==> src/rtl/tap_window_buffer_pkg.sv <==
// Shared definitions for the tap window buffer: controller states and default geometry.
package tap_window_buffer_pkg;

  localparam int DEFAULT_DATA_W = 16;
  localparam int DEFAULT_TAPS   = 32;

  typedef enum logic [1:0] {
    CLEAR  = 2'd0,
    IDLE   = 2'd1,
    STREAM = 2'd2
  } state_e;

endpackage

==> src/rtl/tap_window_buffer_tap_ram.sv <==
// History RAM: one write port, one registered read port with write-first bypass.
// The read register has a synchronous clear so the tap output starts at zero.
module tap_ram
  import tap_window_buffer_pkg::*;
#(
  parameter int DEPTH = DEFAULT_TAPS,
  parameter int W     = DEFAULT_DATA_W,
  parameter int AW    = $clog2(DEPTH)
) (
  input  logic          clk,
  input  logic          we_i,
  input  logic [AW-1:0] waddr_i,
  input  logic [W-1:0]  wdata_i,
  input  logic          re_i,
  input  logic [AW-1:0] raddr_i,
  input  logic          rclr_i,
  output logic [W-1:0]  rdata_o
);

  logic [W-1:0] mem [DEPTH];
  logic [W-1:0] rdata_q;

  always_ff @(posedge clk) begin
    if (we_i) begin
      mem[waddr_i] <= wdata_i;
    end
  end

  // A sample written and read in the same cycle must appear on the very next cycle.
  always_ff @(posedge clk) begin
    if (rclr_i) begin
      rdata_q <= '0;
    end else if (re_i) begin
      if (we_i && (waddr_i == raddr_i)) begin
        rdata_q <= wdata_i;
      end else begin
        rdata_q <= mem[raddr_i];
      end
    end
  end

  assign rdata_o = rdata_q;

endmodule

==> src/rtl/tap_window_buffer.sv <==
// Delay-line window buffer sitting between the audio codec (sample_end/audio_input)
// and the LMS MAC: each accepted sample streams the TAPS newest samples, newest first.
module tap_window_buffer
  import tap_window_buffer_pkg::*;
#(
  parameter int DATA_W = DEFAULT_DATA_W,
  parameter int TAPS   = DEFAULT_TAPS
) (
  input  logic                    clk,
  input  logic                    reset_n,
  input  logic                    sample_valid,
  input  logic [DATA_W-1:0]       sample_in,
  output logic                    busy,
  output logic                    tap_valid,
  input  logic                    tap_ready,
  output logic [DATA_W-1:0]       tap_data,
  output logic [$clog2(TAPS)-1:0] tap_index,
  output logic                    tap_last,
  output logic                    sample_drop
);

  localparam int IW = $clog2(TAPS);
  localparam logic [IW-1:0] LAST_IDX = IW'(TAPS - 1);

  state_e        state_q, state_d;
  logic [IW-1:0] wr_ptr_q, wr_ptr_d;
  logic [IW-1:0] rd_ptr_q, rd_ptr_d;
  logic [IW-1:0] clr_addr_q, clr_addr_d;
  logic [IW-1:0] idx_q, idx_d;
  logic          drop_q, drop_d;

  logic              ram_we;
  logic [IW-1:0]     ram_waddr;
  logic [DATA_W-1:0] ram_wdata;
  logic              ram_re;
  logic [IW-1:0]     ram_raddr;
  logic [DATA_W-1:0] ram_rdata;

  always_comb begin
    state_d    = state_q;
    wr_ptr_d   = wr_ptr_q;
    rd_ptr_d   = rd_ptr_q;
    clr_addr_d = clr_addr_q;
    idx_d      = idx_q;
    drop_d     = 1'b0;
    ram_we     = 1'b0;
    ram_waddr  = clr_addr_q;
    ram_wdata  = '0;
    ram_re     = 1'b0;
    ram_raddr  = rd_ptr_q;

    case (state_q)
      CLEAR: begin
        ram_we     = 1'b1;
        clr_addr_d = clr_addr_q + 1'b1;
        drop_d     = sample_valid;
        if (clr_addr_q == LAST_IDX) begin
          state_d = IDLE;
        end
      end
      IDLE: begin
        if (sample_valid) begin
          ram_we    = 1'b1;
          ram_waddr = wr_ptr_q;
          ram_wdata = sample_in;
          ram_re    = 1'b1;
          ram_raddr = wr_ptr_q;
          rd_ptr_d  = wr_ptr_q;
          wr_ptr_d  = wr_ptr_q + 1'b1;
          idx_d     = '0;
          state_d   = STREAM;
        end
      end
      STREAM: begin
        drop_d = sample_valid;
        if (tap_ready) begin
          rd_ptr_d = rd_ptr_q - 1'b1;
          idx_d    = idx_q + 1'b1;
          if (idx_q == LAST_IDX) begin
            state_d = IDLE;
          end else begin
            // Prefetch the next-older entry so it is on tap_data next cycle.
            ram_re    = 1'b1;
            ram_raddr = rd_ptr_q - 1'b1;
          end
        end
      end
      default: begin
        state_d = CLEAR;
      end
    endcase
  end

  always_ff @(posedge clk) begin
    if (!reset_n) begin
      state_q    <= CLEAR;
      wr_ptr_q   <= '0;
      rd_ptr_q   <= '0;
      clr_addr_q <= '0;
      idx_q      <= '0;
      drop_q     <= 1'b0;
    end else begin
      state_q    <= state_d;
      wr_ptr_q   <= wr_ptr_d;
      rd_ptr_q   <= rd_ptr_d;
      clr_addr_q <= clr_addr_d;
      idx_q      <= idx_d;
      drop_q     <= drop_d;
    end
  end

  tap_ram #(
    .DEPTH (TAPS),
    .W     (DATA_W),
    .AW    (IW)
  ) u_tap_ram (
    .clk     (clk),
    .we_i    (ram_we & reset_n),
    .waddr_i (ram_waddr),
    .wdata_i (ram_wdata),
    .re_i    (ram_re & reset_n),
    .raddr_i (ram_raddr),
    .rclr_i  (~reset_n),
    .rdata_o (ram_rdata)
  );

  assign busy        = (state_q != IDLE);
  assign tap_valid   = (state_q == STREAM);
  assign tap_last    = (state_q == STREAM) && (idx_q == LAST_IDX);
  assign tap_data    = ram_rdata;
  assign tap_index   = idx_q;
  assign sample_drop = drop_q;

endmodule

==> config.mk <==
export PLATFORM = sky130hd
export DESIGN_NAME = tap_window_buffer
export DESIGN_NICKNAME = d
export VERILOG_FILES = /design/src/rtl/tap_window_buffer_pkg.sv /design/src/rtl/tap_window_buffer_tap_ram.sv /design/src/rtl/tap_window_buffer.sv
export SDC_FILE = /design/constraint.sdc
export NUM_CORES = 1
export LEC_CHECK = 0
export CORE_MARGIN = 1
export CORE_UTILIZATION = 55
export CTS_CLUSTER_DIAMETER = 50
export DETAILED_ROUTE_END_ITERATION = 7
export GPL_ROUTABILITY_DRIVEN = 0
export PLACE_DENSITY = 0.72
export SLEW_MARGIN = 30
export SYNTH_ARGS = -nofsm -noshare
export SYNTH_HDL_FRONTEND = slang
export SYNTH_SLANG_ARGS = --single-unit
==> constraint.sdc <==
create_clock -name clk -period 5.3 [get_ports clk]
set_input_delay 1.59 -clock clk [delete_from_list [all_inputs] [get_ports clk]]
set_output_delay 1.59 -clock clk [all_outputs]
set_load 0.03 [all_outputs]
==> reports/qor.txt, run 1 <==
Crit Path Class -> in2reg
GRT Total Usage -> 0.2930
Max Freq -> 232.1 MHz
Nets -> 1861
First-pass DRT Iterations -> 6
Worst-path clk slew -> 0.06 ns
worst-path cell chain -> clkdlybuf4s50_1 -> nand3b_1 -> a32oi_4 -> and2_4 -> buf_12 -> nand2_1 -> a31oi_1 -> o22ai_1 -> nor4_1 -> a31o_1
Critical R2R Launch -> tap_index[0]$_SDFFE_PN0P_
drt via density -> 6.367
# IOs -> 45
Filler cells -> 2935
vias in the first global route -> 14.77k
Leak Pwr -> 9.686 nW
minimum clock period -> 4.309 ns
Post-CTS Hold Fix Bufs -> 0
endpoint type of the worst setup path -> flop
Hold Crit Start -> state_q[1]$_SDFFE_PN0P_
post-route setup slack -> 0.9907 ns
Die Wd -> 205.1 microns
num rows -> 74
I/O Buffers -> 44
TritonCTS Buffers -> 55
Clock Skew -> 0.02021 ns
commonest register cell after synthesis -> edfxtp_1
Power Density -> 341.2 nW/um^2
Max VDD drop -> 0.2749 mV
crit-path max cell delay -> 0.67 ns
Post-CTS Setup Bufs -> 0
Mean Syn Cell Area -> 12.92 sq um
flop2flop setup slack -> 1.56 ns
met1 Track Usage GR -> 0.3761
gr busiest metal -> met2
Min-Delay Path Class -> reg2reg
Final Max Tran Viols -> 0
share of layout cells above drive strength 1 -> 0.1039
TritonCTS Sinks -> 551
post-cts resize count -> 0
most frequent cells in the layout -> edfxtp_1 (512), nand2_1 (357), and3_1 (99), nor2_1 (93), buf_4 (90)
cell area after synthesis -> 22680 sq um
DRT antenna net count -> 0
measured slew at the worst slew-check pin -> 0.9056 ns
initial antenna violation count -> 0
Core Region -> 40740 sq um
design area -> 25880 sq um
CTS root buf -> clkbuf_16
clock buffer depth -> 3
Top delay family on crit path -> simple AND/OR/NAND/NOR gates
area of the multi-input gates -> 6015 sq um
Hold Crit Depth -> 2
Worst path depth -> 10
number of diodes -> 0
CTS tree -> done
Clock H-tree levels -> 2
leading cell type in the layout, fill and taps excluded -> edfxtp_1
CP arrival -> 4.85 ns
Yosys top cell area share -> 0.6778
synth top area cells -> edfxtp_1 (68%), nand2_1 (5.9%), dfxtp_1 (3.4%)
placed inst area -> 24180 sq um
grt met3 use -> 0.06841
Clk Latency, worst-skew pair -> 0.60 ns
die height -> 205.1 microns
Routed WL per cell -> 25.23 microns
#FFs+latches synth -> 551
residual DRC count -> 0
Worst Path Max Fanout -> 37
Ys Warns -> 0
buffer and inverter count on the worst path -> 2
DIE AREA -> 42060 sq um
gr ovfl total -> 0
setup TNS -> 0 ns
post-synthesis sequential area ratio -> 0.7123
final WL -> 60790 microns
initial DRC count -> 1767
Slew HR -> 0.3963
Post-synth ARST share -> 0
worst slack, placed -> 0.4300 ns
post-synth top area cell -> edfxtp_1
final core utilization -> 0.6352
hold path endpoint -> state_q[1]$_SDFFE_PN0P_
WHS -> 0.5613 ns
Post-synth EDFFs -> 512
first-pass GRT wire length -> 90700 microns
number of library cell types mapped by synthesis -> 60
slowest cell on the critical path -> clkdlybuf4s50_1
area delta synth->final -> 14.09%
CP startpoint kind -> input pin
largest net degree at the start of global routing -> 84
r2r worst-path depth -> 12
Final setup viols -> 0
Worst EP required -> 5.84 ns
outcome -> completed
Synth Instances -> 1755
vias -> 15.34k
met2 Use GR -> 0.4756
initial core utilization -> 0.5568
syn_nets -> 1785
Final period util -> 0.8131
Register Area -> 16160 sq um
hpwl dp -> 36440 microns
final hold vios -> 0
FF-to-FF End -> u_tap_ram.rdata_o[10]$_SDFFE_PN0P_
Max-Cap Viols -> 0
RSZ-0062 raised after global routing -> false
==> cells by family after synthesis <==
group	count (synthesis)	synth area share
simple gates	662	0.1308
flops	551	0.7123
compound gates	374	0.1158
buf+inv	134	0.02515
xor+xnor	13	0.005351
mux	11	0.005020
fa+ha+maj	10	0.005516
==> registers in the layout, indices dropped and copies added, names as in the netlist <==
name and cells:
u_tap_ram.rdata_o 16, state_q 2, wr_ptr_q 5, u_tap_ram.mem 512, rd_ptr_q 5, sample_drop 1
tap_index 5, clr_addr_q 5
==> per-stage QoR <==
stage	total power, mW	cells
final	8.829	2409
after global routing	9.054	2409
after CTS	8.860	2409
after detailed placement	5.271	2306
after global placement	5.261	2306
after floorplan	5.099	1755
==> cell type report <==
cell class                      instances  share of cell area
Sequential cell                       551              0.6243
Multi-Input combinational cell       1070              0.2324
Clock buffer                           79             0.05865
Timing Repair Buffer                  144             0.05086
Tap cell                              532             0.02572
Clock inverter                         24            0.006769
Inverter                                9            0.001305
==> worst register-to-register path: stages (launching register included) <==
cell	delay (ns)
dfxtp_1	0.35
ha_1	0.22
and3_1	0.18
ha_1	0.28
nand3b_1	0.32
a32oi_4	0.38
and2_4	0.59
buf_12	0.23
nand2_1	0.06
a31oi_1	0.35
o22ai_1	0.16
nor4_1	0.35
a31o_1	0.20
==> routing by layer <==
metal	routed length, microns	vias to the layer above	part of all wire
met1	22920	7549	0.38
met3	5898	168	0.097
met2	29170	812	0.48
met5	0	-	0
met4	2799	0	0.046
li1	-	6808	-
==> synthesized netlist by cell type, types with 4 or more instances <==
master	count
a211oi_1	78
a21oi_1	75
a22o_1	30
a22oi_1	8
a31o_1	13
a31oi_1	50
a32o_1	27
a32oi_1	4
and2_1	8
and3_1	100
buf_1	16
buf_2	36
clkbuf_1	69
dfxtp_1	39
edfxtp_1	512
ha_1	10
inv_1	9
mux2i_1	8
nand2_1	359
nand3_1	55
nand4_1	4
nor2_1	94
nor3_1	7
nor4_1	13
o211ai_1	13
o21ai_0	13
o21ai_1	13
o22ai_1	20
o31ai_1	14
xnor2_1	5
xor2_1	7
==> report_power, final <==
group          switching (mW)  internal [mW]  leakage (nW)
clock network            1.60           2.05         0.819
registers              0.0168           4.75          5.81
logic                   0.278          0.138          3.05
==> worst max-delay path by stage <==
| stage | from | end |
|---|---|---|
| 2_1_floorplan | sample_valid | u_tap_ram.mem[0][0]$_DFFE_PP_ |
| 3_3_place_gp | tap_ready | u_tap_ram.rdata_o[12]$_SDFFE_PN0P_ |
| 3_5_place_dp | tap_ready | u_tap_ram.rdata_o[10]$_SDFFE_PN0P_ |
| 4_1_cts | tap_ready | u_tap_ram.rdata_o[10]$_SDFFE_PN0P_ |
| 5_1_grt | tap_ready | u_tap_ram.rdata_o[9]$_SDFFE_PN0P_ |
| 6_report | tap_ready | u_tap_ram.rdata_o[10]$_SDFFE_PN0P_ |
(Power assumes the default switching activity.)
==> run 2: changes to the inputs <==
--- a/config.mk
+++ b/config.mk
@@ -10,7 +10,7 @@
 export CTS_CLUSTER_DIAMETER = 50
 export DETAILED_ROUTE_END_ITERATION = 7
 export GPL_ROUTABILITY_DRIVEN = 0
-export PLACE_DENSITY = 0.72
+export PLACE_DENSITY = 0.75
 export SLEW_MARGIN = 30
 export SYNTH_ARGS = -nofsm -noshare
 export SYNTH_HDL_FRONTEND = slang
==> constraint.sdc (replaced) <==
create_clock -name clk -period 3.7 [get_ports clk]
set_input_delay 1.11 -clock clk [delete_from_list [all_inputs] [get_ports clk]]
set_output_delay 1.11 -clock clk [all_outputs]
set_load 0.03 [all_outputs]
==> reports/qor.txt, run 2 (synthesis gave the netlist of run 1 again) <==
Largest register FFs -> 512
Top delay family on crit path -> compound AO/OA/AOI/OAI gates
Final period util -> 0.9678
buffer and inverter count on the worst path -> 2
DRT antenna net count -> 0
Crit Path Class -> reg2reg
share of layout cells above drive strength 1 -> 0.1597
area delta synth->final -> 21.16%
initial DRC count -> 1836
final hold vios -> 0
Final Max Tran Viols -> 0
final WL -> 62090 microns
hpwl dp -> 39400 microns
vias -> 15.93k
most frequent cells in the layout -> edfxtp_1 (512), nand2_1 (357), buf_4 (164), and3_1 (100), nor2_1 (94)
worst slack, placed -> -0.4975 ns
placed inst area -> 25710 sq um
Filler cells -> 2694
endpoint type of the worst setup path -> flop
WHS -> 0.5502 ns
largest net degree at the start of global routing -> 49
Worst Path Max Fanout -> 17
I/O Buffers -> 44
design area -> 27480 sq um
GRT Total Usage -> 0.2987
Top reg by flops -> u_tap_ram.mem
vias in the first global route -> 15.53k
post-cts resize count -> 0
first-pass GRT wire length -> 93000 microns
Post-CTS Hold Fix Bufs -> 0
leading cell type in the layout, fill and taps excluded -> edfxtp_1
Min-Delay Path Class -> reg2reg
CTS root buf -> clkbuf_16
minimum clock period -> 3.581 ns
Slew HR -> 0.5210
Max-Cap Viols -> 0
post-route setup slack -> 0.1192 ns
# IOs -> 45
Post-CTS Setup Bufs -> 0
First-pass DRT Iterations -> 7
Worst EP required -> 4.20 ns
Clk Latency, worst-skew pair -> 0.61 ns
clock buffer depth -> 3
Core Region -> 40740 sq um
Tot Pwr -> 12.93 mW
worst-path cell chain -> ha_1 -> and3_1 -> ha_2 -> and4b_1 -> a32oi_4 -> nand2_4 -> buf_12 -> a211oi_1 -> a31oi_1 -> o31ai_1 -> buf_4 -> nor4_1 -> a31o_1
DIE AREA -> 42060 sq um
die height -> 205.1 microns
crit-path max cell delay -> 0.44 ns
CP startpoint kind -> flop
drt via density -> 6.299
residual DRC count -> 0
TritonCTS Buffers -> 53
Clock H-tree levels -> 2
initial antenna violation count -> 0
Max Freq -> 279.3 MHz
number of diodes -> 0
CP arrival -> 4.08 ns
Routed WL per cell -> 24.55 microns
slowest cell on the critical path -> o31ai_1
Die Wd -> 205.1 microns
Final setup viols -> 0
Nets -> 1982
Worst-path clk slew -> 0.06 ns
num rows -> 74
initial core utilization -> 0.5568
TritonCTS Sinks -> 551
RSZ-0062 raised after global routing -> false
outcome -> completed
setup TNS -> 0 ns
Clock Skew -> 0.02417 ns
gr ovfl total -> 0
CTS tree -> done
Power Density -> 470.5 nW/um^2
Leak Pwr -> 10.49 nW
measured slew at the worst slew-check pin -> 0.7185 ns
Max VDD drop -> 0.3149 mV
[run 2: cell types whose count changed in the layout (fill, tap and decap cells not counted), moves of 2 or more]
cell	before	now
buf_4	90	164
buf_12	10	58
clkbuf_1	20	12
clkinv_1	6	11
bufinv_16	1	5
clkbuf_16	56	54
inv_6	2	0
[run 2: path summary, 6_finish.rpt]
| path | start | end | slack (ns) | cells after the start |
|---|---|---|---|---|
| setup reg to reg | tap_index[0]$_SDFFE_PN0P_ | u_tap_ram.rdata_o[2]$_SDFFE_PN0P_ | 0.12 | 13 |
| hold / removal | clr_addr_q[4]$_SDFFE_PN0P_ | clr_addr_q[4]$_SDFFE_PN0P_ | 0.55 | 2 |
| setup / recovery | tap_index[0]$_SDFFE_PN0P_ | u_tap_ram.rdata_o[2]$_SDFFE_PN0P_ | 0.12 | 13 |
| hold reg to reg | clr_addr_q[4]$_SDFFE_PN0P_ | clr_addr_q[4]$_SDFFE_PN0P_ | 0.55 | 2 |
[run 2: report_power, final]
part / leakage, nW / switching (mW) / internal [mW]
sequential: 5.81 / 0.0263 / 6.81
combinational: 3.82 / 0.407 / 0.272
clock: 0.853 / 2.29 / 3.12
[run 2: metal layers]
metal / vias to the layer above / part of all wire / global-route usage
li1: 7051 / - / -
met1: 7871 / 0.38 / 0.3885
met2: 858 / 0.49 / 0.4941
met3: 150 / 0.093 / 0.05409
met4: 0 / 0.040 / 0.1267
met5: - / 0 / 0
[run 2: final cells by class]
cell class	instances	area, sq um	share of cell area
Sequential cell	551	16160	0.5879
Inverter	9	33.78	0.001229
Clock inverter	30	304.0	0.01106
Timing Repair Buffer	267	2846	0.1036
Clock buffer	70	1451	0.05282
Multi-Input combinational cell	1070	6023	0.2192
Tap cell	532	665.6	0.02422
[run 2: worst min-delay path: cells and delay by family, from the launching register on]
family        cells  cell delay, ns
flops             1            0.33
mux               1            0.13
simple gates      1            0.05
[run 2: per-stage QoR]
step / util / instances
floorplan: - / 1755
finish: 0.6745 / 2529
detailed placement: 0.6310 / 2429
global route: 0.6745 / 2529
global placement: 0.6310 / 2429
CTS: 0.6741 / 2529
